==> src/rtl/satatx_stream_arb.sv <==
// Packet arbiter sharing the SATA TX scrambler between a control-FIS source (S0)
// and a data-FIS source (S1); one packet at a time, with per-packet scrambler enable.
module satatx_stream_arb #(
  parameter bit OPT_LOWPOWER = 1'b1,
  parameter int LGMAXLEN     = 12
) (
  input  logic        S_AXI_ACLK,
  input  logic        S_AXI_ARESETN,
  input  logic        i_cfg_scrambler_en,
  input  logic        S0_AXIS_TVALID,
  output logic        S0_AXIS_TREADY,
  input  logic [31:0] S0_AXIS_TDATA,
  input  logic        S0_AXIS_TLAST,
  input  logic        S1_AXIS_TVALID,
  output logic        S1_AXIS_TREADY,
  input  logic [31:0] S1_AXIS_TDATA,
  input  logic        S1_AXIS_TLAST,
  output logic        M_AXIS_TVALID,
  input  logic        M_AXIS_TREADY,
  output logic [31:0] M_AXIS_TDATA,
  output logic        M_AXIS_TLAST,
  output logic        o_scrambler_en,
  output logic [1:0]  o_grant,
  output logic        o_overflow
);
  typedef enum logic [1:0] {IDLE, PASS, DRAIN} state_t;

  // Counter value just before the beat that reaches the limit.
  localparam logic [LGMAXLEN:0] LASTCNT = {1'b0, {LGMAXLEN{1'b1}}};

  state_t            state_q, state_d;
  logic              g_q, g_d, r_q, r_d;
  logic [LGMAXLEN:0] cnt_q, cnt_d;
  logic              en_q, en_d, ovf_q, ovf_d;
  logic              mvalid_q, mvalid_d, mlast_q, mlast_d;
  logic [31:0]       mdata_q, mdata_d;
  logic              sv, sl, m_free, rdy, win;
  logic [31:0]       sd;

  always_ff @(posedge S_AXI_ACLK) begin
    if (!S_AXI_ARESETN) begin
      state_q  <= IDLE;
      g_q      <= 1'b0;
      r_q      <= 1'b1;
      cnt_q    <= '0;
      en_q     <= 1'b0;
      ovf_q    <= 1'b0;
      mvalid_q <= 1'b0;
      mdata_q  <= '0;
      mlast_q  <= 1'b0;
    end else begin
      state_q  <= state_d;
      g_q      <= g_d;
      r_q      <= r_d;
      cnt_q    <= cnt_d;
      en_q     <= en_d;
      ovf_q    <= ovf_d;
      mvalid_q <= mvalid_d;
      mdata_q  <= mdata_d;
      mlast_q  <= mlast_d;
    end
  end

  always_comb begin
    state_d  = state_q;
    g_d      = g_q;
    r_d      = r_q;
    cnt_d    = cnt_q;
    en_d     = en_q;
    ovf_d    = 1'b0;
    mvalid_d = mvalid_q;
    mdata_d  = mdata_q;
    mlast_d  = mlast_q;
    rdy      = 1'b0;
    win      = 1'b0;
    sv       = g_q ? S1_AXIS_TVALID : S0_AXIS_TVALID;
    sd       = g_q ? S1_AXIS_TDATA  : S0_AXIS_TDATA;
    sl       = g_q ? S1_AXIS_TLAST  : S0_AXIS_TLAST;
    m_free   = !mvalid_q || M_AXIS_TREADY;

    if (m_free) begin
      mvalid_d = 1'b0;
      if (OPT_LOWPOWER) begin
        mdata_d = '0;
        mlast_d = 1'b0;
      end
    end

    case (state_q)
      IDLE: begin
        // Hold off while the previous packet's last beat is stalled so the
        // scrambler enable cannot change under it.
        if (m_free && (S0_AXIS_TVALID || S1_AXIS_TVALID)) begin
          win     = (S0_AXIS_TVALID && S1_AXIS_TVALID) ? !r_q : S1_AXIS_TVALID;
          g_d     = win;
          r_d     = win;
          en_d    = i_cfg_scrambler_en;
          cnt_d   = '0;
          state_d = PASS;
        end
      end
      PASS: begin
        rdy = m_free;
        if (sv && m_free) begin
          mvalid_d = 1'b1;
          mdata_d  = sd;
          mlast_d  = sl || (cnt_q == LASTCNT);
          cnt_d    = cnt_q + 1'b1;
          if (sl) begin
            state_d = IDLE;
          end else if (cnt_q == LASTCNT) begin
            ovf_d   = 1'b1;
            state_d = DRAIN;
          end
        end
      end
      DRAIN: begin
        rdy = 1'b1;
        if (sv && sl) state_d = IDLE;
      end
      default: state_d = IDLE;
    endcase
  end

  assign S0_AXIS_TREADY = rdy && !g_q;
  assign S1_AXIS_TREADY = rdy && g_q;
  assign M_AXIS_TVALID  = mvalid_q;
  assign M_AXIS_TDATA   = mdata_q;
  assign M_AXIS_TLAST   = mlast_q;
  assign o_scrambler_en = en_q;
  assign o_grant        = (state_q == IDLE) ? 2'b00 : {g_q, !g_q};
  assign o_overflow     = ovf_q;
endmodule

==> config.mk <==
export PLATFORM = sky130hd
export DESIGN_NAME = satatx_stream_arb
export DESIGN_NICKNAME = d
export VERILOG_FILES = /design/src/rtl/satatx_stream_arb.sv
export SDC_FILE = /design/constraint.sdc
export NUM_CORES = 1
export LEC_CHECK = 0
export ABC_AREA = 1
export ABC_CLOCK_PERIOD_IN_PS = 1750
export BUFFER_PORTS_ARGS = -buffer_cell sky130_fd_sc_hd__buf_2
export CELL_PAD_IN_SITES_DETAIL_PLACEMENT = 1
export CELL_PAD_IN_SITES_GLOBAL_PLACEMENT = 2
export CORE_MARGIN = 2
export CORE_UTILIZATION = 25
export CTS_BUF_LIST = sky130_fd_sc_hd__clkbuf_2
export CTS_CLUSTER_SIZE = 12
export DETAILED_ROUTE_END_ITERATION = 8
export HOLD_SLACK_MARGIN = 0.03
export PLACE_DENSITY = 0.92
export SLEW_MARGIN = 0
export SYNTH_ARGS = -nofsm -noshare
export SYNTH_HDL_FRONTEND = slang
export SYNTH_SLANG_ARGS = --single-unit
==> constraint.sdc <==
create_clock -name S_AXI_ACLK -period 1.75 [get_ports S_AXI_ACLK]
set_clock_uncertainty 0.1 [all_clocks]
set_input_delay 0 -clock S_AXI_ACLK [delete_from_list [all_inputs] [get_ports S_AXI_ACLK]]
set_output_delay 0 -clock S_AXI_ACLK [all_outputs]
set_load 0.005 [all_outputs]
==> results of run 1 <==
worst register-to-register path, delay by kind of cell, from the launching register on:
family                     cells  cell delay [ps]
and+or+nand+nor                3              430
AOI/OAI and AO/OA              1              150
adders and majority gates      1              260
buffers and inverters          2              230
DFF                            1              430
per-stage QoR:
step                      setup slack (ps)  TNS, ps  util, %
final                                 69.6        0     41.6
after CTS                             12.8        0     40.9
after global placement                 196        0     33.0
after detailed placement              90.3        0     33.0
after global routing                 -25.3    -46.6     41.6
after floorplan                        318        0        -
cells in the mapped netlist, drive strengths merged:
| master | number |
|---|---|
| nand2 | 213 |
| dfxtp | 53 |
| a21oi | 46 |
| nor2 | 37 |
| inv | 25 |
| nand3 | 16 |
| clkbuf | 10 |
| buf | 8 |
| o21ai | 7 |
| xor2 | 5 |
| ha | 4 |
| nand4 | 3 |
| nor4 | 2 |
| clkinv | 1 |
| nor3 | 1 |
| o211ai | 1 |
state kept, by name, summed over array words and instances (netlist names), named ones only:
register and count:
g_q 1, r_q 1, M_AXIS_TLAST 1, M_AXIS_TDATA 32, o_overflow 1, state_q 2, cnt_q 13, o_scrambler_en 1
area by class of cell:
type / instances / share of cell area (%)
Multi-Input combinational cell: 335 / 34.3
Inverter: 26 / 2.60
Clock buffer: 5 / 0.578
Sequential cell: 53 / 24.8
Clock inverter: 3 / 1.16
Tap cell: 136 / 3.93
Timing Repair Buffer: 198 / 32.7
worst paths after layout:
path | from | endpoint | slack [ps]
setup / recovery | state_q[1] | S0_AXIS_TREADY | 70
hold / removal | i_cfg_scrambler_en | o_scrambler_en | 190
setup reg to reg | state_q[0] | cnt_q[12] | 110
hold reg to reg | M_AXIS_TDATA[9] | M_AXIS_TDATA[9] | 380
power breakdown:
part | switching (W) | internal, W
Sequential | 0.0000800 | 0.00135
Combinational | 0.00104 | 0.000746
Clock | 0.000445 | 0.000256
metal layers:
layer | global-route usage, % | vias up | wire (um)
met5 | 0 | - | 0
met4 | 4.67 | 0 | 179
met3 | 3.50 | 18 | 410
met2 | 35.9 | 82 | 5660
met1 | 21.5 | 1621 | 4480
li1 | - | 1719 | -
kinds of logic (layout without fill, tap and decap cells):
kind of cell	Yosys count	after routing	share of synthesized area, %
compound gates	54	54	10.1
flops	53	53	39.3
xor+xnor	5	5	1.62
simple gates	272	272	40.1
buf+inv	44	232	7.09
fa+ha+maj	4	4	1.85
what timing repair did:
item                                    4_1_cts  5_1_grt
gates resized for setup                       9       17
endpoints found under the setup margin        2       15
hold endpoints to repair                     49        0
hold buffers                                 71        0
buffers inserted                              1        4
pin swaps                                     3        4
==> flow_metrics.env, run 1 <==
export IMPL_avgRoutedWirePerCell_um=14.2
export IMPL_slowest_delay_ps=400
export IMPL_yosys_warnings=0
export IMPL_setup_violations=0
export IMPL_gr_total_overflow=0
export IMPL_vias=3440
export IMPL_routed_wl_um=10700
export IMPL_synth_top_area_share_pct=39.3
export IMPL_cts_sinks=53
export IMPL_fillers=1366
export IMPL_holdWs_ps=194
export IMPL_min_period_ps=1680
export IMPL_synth_distinct_cells=24
export IMPL_synth_area_mm2=0.00270
export IMPL_tritoncts="built"
export IMPL_placed_cell_area_mm2=0.00344
export IMPL_layout_commonest_cell="nand2_1"
export IMPL_crit_fanout=4
export IMPL_layout_cells_non_filler=756
export IMPL_grt_pass1_wl_um=17600
export IMPL_io_pins=112
export IMPL_final_antenna_net_count=0
export IMPL_synthCells=432
export IMPL_antenna_found_initial=0
export IMPL_rsz0062_at_grt="true"
export IMPL_fmax_mhz=595
export IMPL_worst_pin_slew_ps=472
export IMPL_core_area_mm2=0.0104
export IMPL_min_path_cells=4
export IMPL_grt_pass1_vias=3720
export IMPL_slew_violations=0
export IMPL_fin_nets=695
export IMPL_yosys_top_cells_area="dfxtp_1 39%, nand2_1 29%, a21oi_1 8.5%"
export IMPL_r2r_cells=7
export IMPL_ir_worst_vdd_uv=346
export IMPL_grt_max_degree=29
export IMPL_status="finished clean"
export IMPL_dp_cells=672
export IMPL_crit_required_ps=1650
export IMPL_drive_gt1_share_pct=26.0
export IMPL_first_pass_iters=4
export IMPL_initial_core_util_pct=25.9
export IMPL_dieWidth_um=108
export IMPL_clk_latency_ps=460
export IMPL_seq_area_mm2=0.00107
export IMPL_viasPerCell=4.55
export IMPL_area_growth_pct=60.3
export IMPL_drc=0
export IMPL_ys_ff_latch=53
export IMPL_end_kind="output pin"
export IMPL_fin_crit_sh_pct=96.0
export IMPL_synth_nets=508
export IMPL_h_tree_depth=2
export IMPL_synth_area_leader_cell="dfxtp_1"
export IMPL_min_path_type="in -> reg"
export IMPL_cts_buffers=5
export IMPL_crit_family="flip-flops"
export IMPL_drt_iter0_drc=108
export IMPL_synth_avg_cell_area_um2=6.25
export IMPL_cp_slowest_cell="dfxtp_2"
export IMPL_slew_headroom_pct=68.5
export IMPL_critical_path_buf_inv_count=3
export IMPL_cts_root_buffer="clkbuf_2"
export IMPL_start_kind="flop"
export IMPL_place_hpwl_um=6760
export IMPL_num_rows=37
export IMPL_path_class="reg -> out"
export IMPL_antenna_cells=0
export IMPL_cap_violations=0
export IMPL_multi_input_area_mm2=0.00149
export IMPL_p_per_area_mw_per_mm2=904
export IMPL_ys_seq_area_share_pct=39.3
export IMPL_design_area_mm2=0.00433
export IMPL_portBuffers=111
export IMPL_die_height_um=108
export IMPL_clockBufferDepth=2
export IMPL_grt_total_usage_pct=18.8
export IMPL_layout_common_cells="209 x nand2_1, 111 x buf_2, 71 x dlygate4sd3_1, 48 x dfxtp_1, 46 x a21oi_1"
export IMPL_p_leak_nw=2.08
export IMPL_cp_depth=7
export IMPL_crit_arrival_ps=1580
export IMPL_path_cells="inv_2 -> ha_4 -> inv_8 -> o21ai_2 -> nand2_2 -> nor2_2 -> buf_2"
export IMPL_die_area_mm2=0.0117
export IMPL_hold_violations=0
export IMPL_gp_routability_congestion=0.811
export IMPL_finalPower_w=0.00392
export IMPL_clk_pin_slew_ps=310
No activity file was read; power rests on OpenSTA's default activity.
==> run 2, diff against run 1 <==
- ABC_AREA: 1 -> unset
- CORE_UTILIZATION: 25 -> 29
- MAX_ROUTING_LAYER: unset -> met4
==> run 2 against run 1 <==
Compared with the run above: the run now ends with negative setup slack left; area after synthesis rose by 1.3%; critical path depth fell by 3; synthesized cell count fell by 34%; largest cell class unchanged; register-to-register slack got worse by 180 ps; core utilization rose by 9.8 points; critical path type is now reg -> reg; combinational power rose by 5%; critical endpoint is now cnt_q[12]; cell count fell by 20%; setup slack got worse by 140 ps; highest routed layer unchanged; sequential share of layout area fell by 2.1 points; sequential power fell by 3%; routed wire length rose by 12%.
==> flow_metrics.env, run 2 <==
export IMPL_antenna_found_initial=2
export IMPL_hold_start="M_AXIS_TREADY"
export IMPL_tritoncts="built"
export IMPL_clockBufferDepth=2
export IMPL_synth_area_leader_cell="dfxtp_1"
export IMPL_ys_seq_area_share_pct=38.8
export IMPL_cts_buffers=5
export IMPL_slew_headroom_pct=73.2
export IMPL_initial_core_util_pct=29.7
export IMPL_fmax_mhz=548
export IMPL_tns_ps=-418
export IMPL_area_growth_pct=72.8
export IMPL_clk_pin_slew_ps=260
export IMPL_drt_iter0_drc=127
export IMPL_min_path_type="in -> reg"
export IMPL_cp_slowest_cell="or4_4"
export IMPL_cts_sinks=53
export IMPL_worst_pin_slew_ps=401
export IMPL_gr_usage_met3_pct=3.61
export IMPL_crit_fanout=3
export IMPL_synth_avg_cell_area_um2=9.60
export IMPL_fin_crit_sh_pct=104
export IMPL_avgRoutedWirePerCell_um=19.9
export IMPL_r2r_start="cnt_q[6]"
export IMPL_grt_use_met1_pct=22.9
export IMPL_portBuffers=111
export IMPL_hold_violations=0
export IMPL_end_kind="flop"
export IMPL_status="finished, violations left"
export IMPL_synthTopCellsByCount="53 x dfxtp_1, 35 x nor2b_1, 32 x a22oi_1, 32 x mux2_2, 20 x nand2_1"
export IMPL_worst_slack_ps=-74.2
export IMPL_synth_edf_count=0
export IMPL_yosys_top_cells_area="dfxtp_1 39%, mux2_2 13%, a22oi_1 8.8%"
export IMPL_vias=3153
export IMPL_synth_top_area_share_pct=38.8
export IMPL_drive_gt1_share_pct=47.8
export IMPL_ir_worst_vdd_uv=394
export IMPL_p_per_area_mw_per_mm2=791
export IMPL_synth_most_common_cell="dfxtp_1"
export IMPL_num_rows=35
export IMPL_synth_area_mm2=0.00274
export IMPL_layout_commonest_cell="buf_2"
export IMPL_violations="negative setup slack"
export IMPL_grt_pass1_wl_um=17000
export IMPL_synth_distinct_cells=41
export IMPL_drc=0
export IMPL_p_leak_nw=1.95
export IMPL_h_tree_depth=2
export IMPL_setup_violations=11
export IMPL_place_hpwl_um=5990
export IMPL_start_kind="flop"
export IMPL_die_height_um=101
export IMPL_async_flop_share_pct=0
export IMPL_viasPerCell=5.20
export IMPL_grt_busiest_layer="met2"
export IMPL_cap_violations=0
export IMPL_path_cells="nand4_1 -> or4_4 -> o311ai_2 -> o41ai_1"
export IMPL_crit_required_ps=2020
export IMPL_largest_reg_flops=32
export IMPL_crit_start="cnt_q[6]"
export IMPL_use_met2_pct=40.9
export IMPL_crit_arrival_ps=2090
export IMPL_holdWs_ps=35.7
export IMPL_slew_violations=0
export IMPL_synth_nets=361
export IMPL_clk_latency_ps=450
export IMPL_grt_max_degree=44
export IMPL_layout_cells_non_filler=606
export IMPL_min_period_ps=1820
export IMPL_core_area_mm2=0.00920
export IMPL_io_pins=112
export IMPL_layout_common_cells="111 x buf_2, 70 x dlygate4sd3_1, 45 x dfxtp_1, 33 x nor2b_1"
export IMPL_final_antenna_net_count=0
export IMPL_dp_cells=512
export IMPL_placed_cell_area_mm2=0.00357
export IMPL_cts_root_buffer="clkbuf_2"
export IMPL_gp_routability_congestion=0.817
export IMPL_path_class="reg -> reg"
export IMPL_gr_total_overflow=0
export IMPL_ys_ff_latch=53
export IMPL_first_pass_iters=4
export IMPL_rsz0062_at_grt="true"
export IMPL_synthCells=285
export IMPL_slowest_delay_ps=580
export IMPL_grt_total_usage_pct=22.4
export IMPL_fin_nets=569
export IMPL_synth_main_ff_cell="dfxtp_1"
export IMPL_grt_pass1_vias=3378
export IMPL_routed_wl_um=12100
export IMPL_yosys_warnings=0
export IMPL_dieWidth_um=101
export IMPL_die_area_mm2=0.0102
export IMPL_design_area_mm2=0.00473
==> run 2: changes by cell type after synthesis, moves of 5 or more <==
| cell | delta |
|---|---|
| nand2_1 | -191 |
| a21oi_1 | -45 |
| nor2b_1 | +35 |
| a22oi_1 | +32 |
| mux2_2 | +32 |
| nor2_1 | -32 |
| inv_1 | -16 |
| mux2i_1 | +11 |
| nand2b_1 | +10 |
| nand3_1 | -6 |
| buf_2 | +5 |
| nor4_1 | +5 |
| xor2_1 | -5 |
==> run 2: routing by layer <==
metal,wire [um],vias up
li1,-,1453
met1,4480,1562
met2,6750,111
met3,443,27
met4,383,0
met5,0,-
==> run 2: logic make-up after synthesis <==
family          after synthesis  synth area share (%)
fa+ha+maj                     4                  1.83
simple gates                103                  22.0
buf+inv                      26                  4.35
mux                          44                  17.7
flops                        53                  38.8
compound gates               55                  15.3
==> run 2: critical path, delay by kind of cell, from the launching register on <==
kind	cells	cell delay (ps)
AO/OA/AOI/OAI	2	440
flip-flops	1	410
AND/OR/NAND/NOR	2	790
==> run 2: path summary, 6_finish.rpt <==
kind	end	cells past startpoint	slack, ps
setup / recovery	cnt_q[12]	4	-70
hold / removal	M_AXIS_TLAST	5	40
setup reg to reg	cnt_q[12]	4	-70
hold reg to reg	M_AXIS_TLAST	2	380
==> run 2: power breakdown <==
part	internal (W)	switching [W]	leakage, nW
clock network	0.0000812	0.000380	0.0247
registers	0.00132	0.0000770	0.433
logic	0.000990	0.000894	1.49
total	0.00239	0.00135	1.95
==> run 2: final cells by class <==
class | count | area, um^2
fill | 1041 | 4470
clock buffer | 5 | 25.0
sequential | 53 | 1070
multi-input combinational | 207 | 1800
tap | 111 | 139
inverter | 5 | 23.8
clock inverter | 1 | 5.00
antenna | 3 | 7.51
timing repair buffer | 221 | 1650
==> run 2: stage by stage <==
stage | setup WS [ps] | util (%) | total power (W)
final | -74.2 | 51.4 | 0.00374
after global routing | -157 | 51.4 | 0.00393
after detailed placement | -187 | 38.8 | 0.00262
after CTS | -22.1 | 48.1 | 0.00337
after global placement | 10.1 | 38.8 | 0.00256
after floorplan | 4.74 | - | 0.00218
==> run 2: timing repair <==
item                                   CTS  global route
buffers inserted                         5             8
setup endpoints to repair               13            51
hold buffers                            70             0
resized for setup                       22            42
pin swaps                                4             9
endpoints found under the hold margin   44             0
gates cloned                             1             2
